===== src/rtl/store_align_unit_pkg.sv =====
// rtl/store_align_unit_pkg.sv - shared size codes, FSM states and size-to-length helper
//
// Purpose : common definitions for the store alignment unit.
// Contents: SZ_* request size codes, state_e FSM encoding, size_to_len().

package store_align_unit_pkg;

    localparam logic [2:0] SZ_BYTE   = 3'b000;
    localparam logic [2:0] SZ_HALF   = 3'b010;
    localparam logic [2:0] SZ_WORD   = 3'b100;
    localparam logic [2:0] SZ_DOUBLE = 3'b110;

    typedef enum logic [1:0] {
        ST_IDLE  = 2'd0,
        ST_BEAT0 = 2'd1,
        ST_BEAT1 = 2'd2,
        ST_RESP  = 2'd3
    } state_e;

    // Length in bytes for a size code; 0 marks an illegal code.
    function automatic logic [3:0] size_to_len(input logic [2:0] size);
        case (size)
            SZ_BYTE:   return 4'd1;
            SZ_HALF:   return 4'd2;
            SZ_WORD:   return 4'd4;
            SZ_DOUBLE: return 4'd8;
            default:   return 4'd0;
        endcase
    endfunction

endpackage


===== src/rtl/store_lane_rotate.sv =====
// rtl/store_lane_rotate.sv - combinational byte-lane rotation and strobe generation
//
// Purpose : places the first len bytes of data_in onto lanes (off+i) mod NB and
//           builds the write strobes for the first and (optional) second beat.
// Ports   : data_in  - right-justified store data
//           off      - byte offset of the start address within a beat
//           len      - store length in bytes (1/2/4/8)
//           data_out - lane-placed data, unused lanes zero
//           strb_lo  - strobes for the first beat
//           strb_hi  - strobes for the second beat (non-zero only when off+len > NB)

module store_lane_rotate #(
    parameter  int DATA_W = 32,
    localparam int NB     = DATA_W / 8,
    localparam int OFF_W  = $clog2(NB)
) (
    input  logic [DATA_W-1:0] data_in,
    input  logic [OFF_W-1:0]  off,
    input  logic [3:0]        len,
    output logic [DATA_W-1:0] data_out,
    output logic [NB-1:0]     strb_lo,
    output logic [NB-1:0]     strb_hi
);

    logic [OFF_W-1:0] lane;
    logic [4:0]       first;
    logic [4:0]       last_excl;

    always_comb begin
        data_out  = '0;
        strb_lo   = '0;
        strb_hi   = '0;
        lane      = '0;
        first     = 5'(off);
        last_excl = 5'(off) + 5'(len);

        // The lane index wraps naturally in OFF_W bits, giving the mod-NB rotation.
        for (int i = 0; i < NB; i++) begin
            if (4'(i) < len) begin
                lane = off + OFF_W'(i);
                data_out[lane*8 +: 8] = data_in[i*8 +: 8];
            end
        end

        // Strobes are the window [off, off+len) over two consecutive beats.
        for (int j = 0; j < NB; j++) begin
            strb_lo[j] = (5'(j) >= first) && (5'(j) < last_excl);
            strb_hi[j] = (5'(j + NB) >= first) && (5'(j + NB) < last_excl);
        end
    end

endmodule


===== src/rtl/store_align_unit.sv =====
// rtl/store_align_unit.sv - store alignment unit, splits misaligned stores into bus beats
//
// Purpose : accepts one store request at a time, places its data on byte lanes
//           and issues one or two aligned write beats, then a one-cycle response.
// Ports   : req_valid/req_ready/req_addr/req_data/req_size - store request
//           bus_valid/bus_ready/bus_addr/bus_wdata/bus_wstrb - memory write beat
//           rsp_valid/rsp_err                                - completion pulse

module store_align_unit
    import store_align_unit_pkg::*;
#(
    parameter int DATA_W   = 32,
    parameter int ADDR_W   = 32,
    parameter int SPLIT_EN = 1,
    localparam int NB      = DATA_W / 8,
    localparam int OFF_W   = $clog2(NB)
) (
    input  logic              clk,
    input  logic              rst_n,
    input  logic              req_valid,
    output logic              req_ready,
    input  logic [ADDR_W-1:0] req_addr,
    input  logic [DATA_W-1:0] req_data,
    input  logic [2:0]        req_size,
    output logic              bus_valid,
    input  logic              bus_ready,
    output logic [ADDR_W-1:0] bus_addr,
    output logic [DATA_W-1:0] bus_wdata,
    output logic [NB-1:0]     bus_wstrb,
    output logic              rsp_valid,
    output logic              rsp_err
);

    state_e            state_q, state_d;
    logic [ADDR_W-1:0] addr_q,  addr_d;
    logic [DATA_W-1:0] wdata_q, wdata_d;
    logic [NB-1:0]     strb0_q, strb0_d;
    logic [NB-1:0]     strb1_q, strb1_d;
    logic              err_q,   err_d;

    logic [3:0]        req_len;
    logic [DATA_W-1:0] rot_data;
    logic [NB-1:0]     rot_strb_lo;
    logic [NB-1:0]     rot_strb_hi;
    logic              size_bad;
    logic              misaligned;
    logic              req_err;

    assign req_len = size_to_len(req_size);

    store_lane_rotate #(
        .DATA_W (DATA_W)
    ) u_rotate (
        .data_in  (req_data),
        .off      (req_addr[OFF_W-1:0]),
        .len      (req_len),
        .data_out (rot_data),
        .strb_lo  (rot_strb_lo),
        .strb_hi  (rot_strb_hi)
    );

    // A double store does not fit a 32-bit beat, so it is illegal there.
    assign size_bad   = (req_len == 4'd0) || (int'(req_len) > NB);
    // Any strobe spilling into the second beat means the store crosses a beat boundary.
    assign misaligned = |rot_strb_hi;
    // The I/O region check looks at the start address only.
    assign req_err    = size_bad || req_addr[ADDR_W-1] || (misaligned && (SPLIT_EN == 0));

    always_comb begin
        state_d   = state_q;
        addr_d    = addr_q;
        wdata_d   = wdata_q;
        strb0_d   = strb0_q;
        strb1_d   = strb1_q;
        err_d     = err_q;
        req_ready = 1'b0;
        bus_valid = 1'b0;
        bus_addr  = '0;
        bus_wdata = '0;
        bus_wstrb = '0;
        rsp_valid = 1'b0;
        rsp_err   = 1'b0;

        case (state_q)
            ST_IDLE: begin
                req_ready = 1'b1;
                if (req_valid) begin
                    addr_d  = {req_addr[ADDR_W-1:OFF_W], {OFF_W{1'b0}}};
                    wdata_d = rot_data;
                    strb0_d = rot_strb_lo;
                    strb1_d = rot_strb_hi;
                    err_d   = req_err;
                    state_d = req_err ? ST_RESP : ST_BEAT0;
                end
            end
            ST_BEAT0: begin
                bus_valid = 1'b1;
                bus_addr  = addr_q;
                bus_wdata = wdata_q;
                bus_wstrb = strb0_q;
                if (bus_ready) begin
                    state_d = (|strb1_q) ? ST_BEAT1 : ST_RESP;
                end
            end
            ST_BEAT1: begin
                bus_valid = 1'b1;
                // Wraps modulo 2^ADDR_W; the beat is issued even if the MSB becomes set.
                bus_addr  = addr_q + ADDR_W'(NB);
                bus_wdata = wdata_q;
                bus_wstrb = strb1_q;
                if (bus_ready) begin
                    state_d = ST_RESP;
                end
            end
            ST_RESP: begin
                rsp_valid = 1'b1;
                rsp_err   = err_q;
                state_d   = ST_IDLE;
            end
            default: begin
                state_d = ST_IDLE;
            end
        endcase
    end

    always_ff @(posedge clk or negedge rst_n) begin
        if (!rst_n) begin
            state_q <= ST_IDLE;
            addr_q  <= '0;
            wdata_q <= '0;
            strb0_q <= '0;
            strb1_q <= '0;
            err_q   <= 1'b0;
        end else begin
            state_q <= state_d;
            addr_q  <= addr_d;
            wdata_q <= wdata_d;
            strb0_q <= strb0_d;
            strb1_q <= strb1_d;
            err_q   <= err_d;
        end
    end

endmodule


===== config.mk =====
export PLATFORM = sky130hd
export DESIGN_NAME = store_align_unit
export DESIGN_NICKNAME = d
export VERILOG_FILES = /design/src/rtl/store_align_unit_pkg.sv /design/src/rtl/store_lane_rotate.sv /design/src/rtl/store_align_unit.sv
export SDC_FILE = /design/constraint.sdc
export NUM_CORES = 1
export LEC_CHECK = 0
export ABC_CLOCK_PERIOD_IN_PS = 2100
export CORE_ASPECT_RATIO = 0.8
export CORE_MARGIN = 2
export CORE_UTILIZATION = 46
export DETAILED_ROUTE_END_ITERATION = 6
export PLACE_DENSITY = 0.8
export SLEW_MARGIN = 10
export SYNTH_ARGS = -nofsm -noshare
export SYNTH_HDL_FRONTEND = slang
export SYNTH_SLANG_ARGS = --single-unit

===== constraint.sdc =====
create_clock -name clk -period 2.1 [get_ports clk]
set_input_delay 0.315 -clock clk [delete_from_list [all_inputs] [get_ports clk]]
set_output_delay 0.315 -clock clk [all_outputs]
set_load 0.1 [all_outputs]

==> metrics <==
Num CTS Buffers 9; gr usage total 0.4274; setup violators final 72; fin nets 1,094; vias 8,522; leakage 4.612 nW; fraction of layout cells with a size suffix above 1 0.4387; largest net degree at the start of global routing 33; worst skew pair latency 0.36 ns; worst-path cell chain and3_1 -> buf_4 -> nand3_2 -> xor2_2 -> o21ai_4 -> buf_12; WL final 36,280 um; maximum VDD drop 0.001356 V; Post-DP HPWL 19,310 um; EDFF count, synth 0; RSZ-0062 raised after global routing true; ys flop type dfrtp_1; drt drc 83; critical path type reg -> out; Core Area 12,250 um2; CP Capture Type output pin; Placed Instances 1,119; initial antenna violation count 2; FP Rows 36; Seq cells post-synth 73; CP max stage delay 0.54 ns; Max Clock Freq 357.2 MHz; IO Port Bufs 140; max cap viols 0; drt wl/cell 30.67 um; startpoint types register; Via density 7.204; diode count 0; period utilization 1.333; CP max stage cell xor2_2; Post-Synthesis Cells 748; Die Span X 129.7 um; Final Skew 0.008898 ns; Clock Sink Count 73; mean post-synth cell area 7.775 um2; Hold Crit Class in -> reg; Power Density 1736 nW/um2; Unique masters post-synth 74; Area Overhead vs Synth 86.19%; max-slew violations 0; Antenna Nets Post-Route 0; ys async rst share 1.000; vias in the first global route 7,750; Placer Congestion 0.9686; Fin. Hold Viols 0; Final WS setup -0.6994 ns; Layout fillers 541; Ys Warns 0; IO Pins 143; Root Driver clkbuf_16; setup tns final -19.64 ns; status finished, violations left; die height 104.6 um; drt initial violations 1,522; Max-slew headroom 0.5701; crit-path max FO 5; die area 13,560 um2; Min Clock Period, post-route 2.799 ns; failing checks DRC, setup timing; total congestion overflow 0; register area share after synthesis 0.3141; initial core utilization 0.4747; post-synthesis cell area 5816 um2; Worst-Margin Slew 0.6448 ns; first-pass GRT wire length 44,660 um; clock-pin slew on the worst setup and hold paths 0.07 ns; worst hold margin 0.4801 ns; Non-Filler Instances 1,183; Clock H-tree levels 3; CTS tree built; arrival time at the worst endpoint 2.48 ns; DRT Pass-1 Iters 7; clk buf depth 2; Critical Path RT 1.78 ns
==> per-stage QoR <==
stage	power, mW	area, um2	setup slack [ns]	utilization
4_1_cts	16.86	10300	-0.3368	0.8408
6_report	18.80	10830	-0.6994	0.8838
3_5_place_dp	13.63	9214	-0.4300	0.7520
2_1_floorplan	9.500	6247	-1.079	-
5_1_grt	19.04	10830	-0.6991	0.8838
3_3_place_gp	13.36	9214	-0.3404	0.7520
==> per-layer routing <==
| layer | track usage | wire length [um] | vias up |
|---|---|---|---|
| met1 | 0.5615 | 12140 | 3984 |
| met5 | 0 | 150 | - |
| met3 | 0.09626 | 5573 | 373 |
| met2 | 0.6698 | 14670 | 902 |
| li1 | - | - | 3255 |
| met4 | 0.1928 | 3746 | 8 |
==> cells in the final DEF (no fill, tap or decap), types with 10 or more instances in the layout <==
master,netlist,final
nand2_1,163,155
and2_4,0,36
nor2_1,20,15
clkbuf_16,0,10
nand2b_1,26,25
buf_4,5,127
dfrtp_1,73,70
a21oi_1,22,14
o21ai_0,65,53
buf_12,0,77
clkdlybuf4s50_1,0,65
buf_6,1,24
nand4_1,12,12
a31o_2,13,12
a211oi_1,13,11
==> worst paths after layout <==
check / depth (start not counted) / to / slack (ns) / start
max reg2reg: 11 / state_q[0] / -0.09 / state_q[0]
max in group asynchronous: 3 / wdata_q[12] / 0.96 / rst_n
max: 6 / bus_addr[10] / -0.70 / addr_q[7]
min in group asynchronous: 2 / addr_q[9] / 0.53 / rst_n
min: 3 / addr_q[9] / 0.48 / req_addr[9]
min reg2reg: 1 / wdata_q[3] / 0.54 / wdata_q[3]
==> Yosys cell counts, drive strengths merged, types with 9 or more instances <==
cell type	number	share of area
o21ai	65	0.056
a31o	19	0.029
dfrtp	73	0.31
a211oi	14	0.020
a21oi	22	0.019
or4	9	0.012
nor2	20	0.013
nand3	15	0.013
nand2	163	0.11
nand2b	26	0.028
and2	44	0.047
and3	10	0.011
clkbuf	36	0.023
nand3b	9	0.012
ha	15	0.032
o211ai	9	0.012
nand4	13	0.015
buf	25	0.023
a31oi	9	0.0097
o221ai	12	0.018
==> flip-flops by register name, indices dropped and copies added (netlist names) <==
register and cells:
addr_q 30, wdata_q 32, err_q 1, strb0_q 4, strb1_q 4, state_q 2
==> power breakdown <==
group	switching, mW	internal (mW)	total, mW
Combinational	8.66	5.60	14.3
Sequential	0.649	1.98	2.63
Clock	0.750	1.16	1.91
==> cells by family (layout without fill, tap and decap cells) <==
kind of cell,after synthesis,in the layout,synth area share
mux,2,2,0.003657
flops,73,73,0.3141
simple gates,366,366,0.3259
compound gates,220,220,0.2659
other cells,1,2,0.0006448
fa+ha+maj,16,16,0.03571
buf+inv,68,331,0.05099
xor+xnor,2,2,0.003013
==> area by class of cell <==
cell class,instances,area [um2],area share
repair buffers,308,3694,0.3411
multi-input cells,608,4720,0.4359
clock buffers,9,225.2,0.02080
inverters,7,26.28,0.002427
clock inverters,7,118.9,0.01098
flip-flops and latches,73,1831,0.1691
well taps,171,214.0,0.01976
==> repair_timing <==
action | CTS | global route
gates cloned | 5 | 1
endpoints found under the hold margin | 7 | 0
resized for setup | 104 | 80
pin swaps | 27 | 30
setup endpoints to repair | 71 | 106
setup buffers | 21 | 21
hold buffers | 1 | 0
==> critical path: cells and delay by family, from the launching register on <==
| family | cells | cell delay [ns] |
|---|---|---|
| flops | 1 | 0.42 |
| buf+inv | 2 | 0.41 |
| simple gates | 2 | 0.63 |
| compound gates | 1 | 0.10 |
| xor+xnor | 1 | 0.54 |
(Power assumes the default switching activity.)
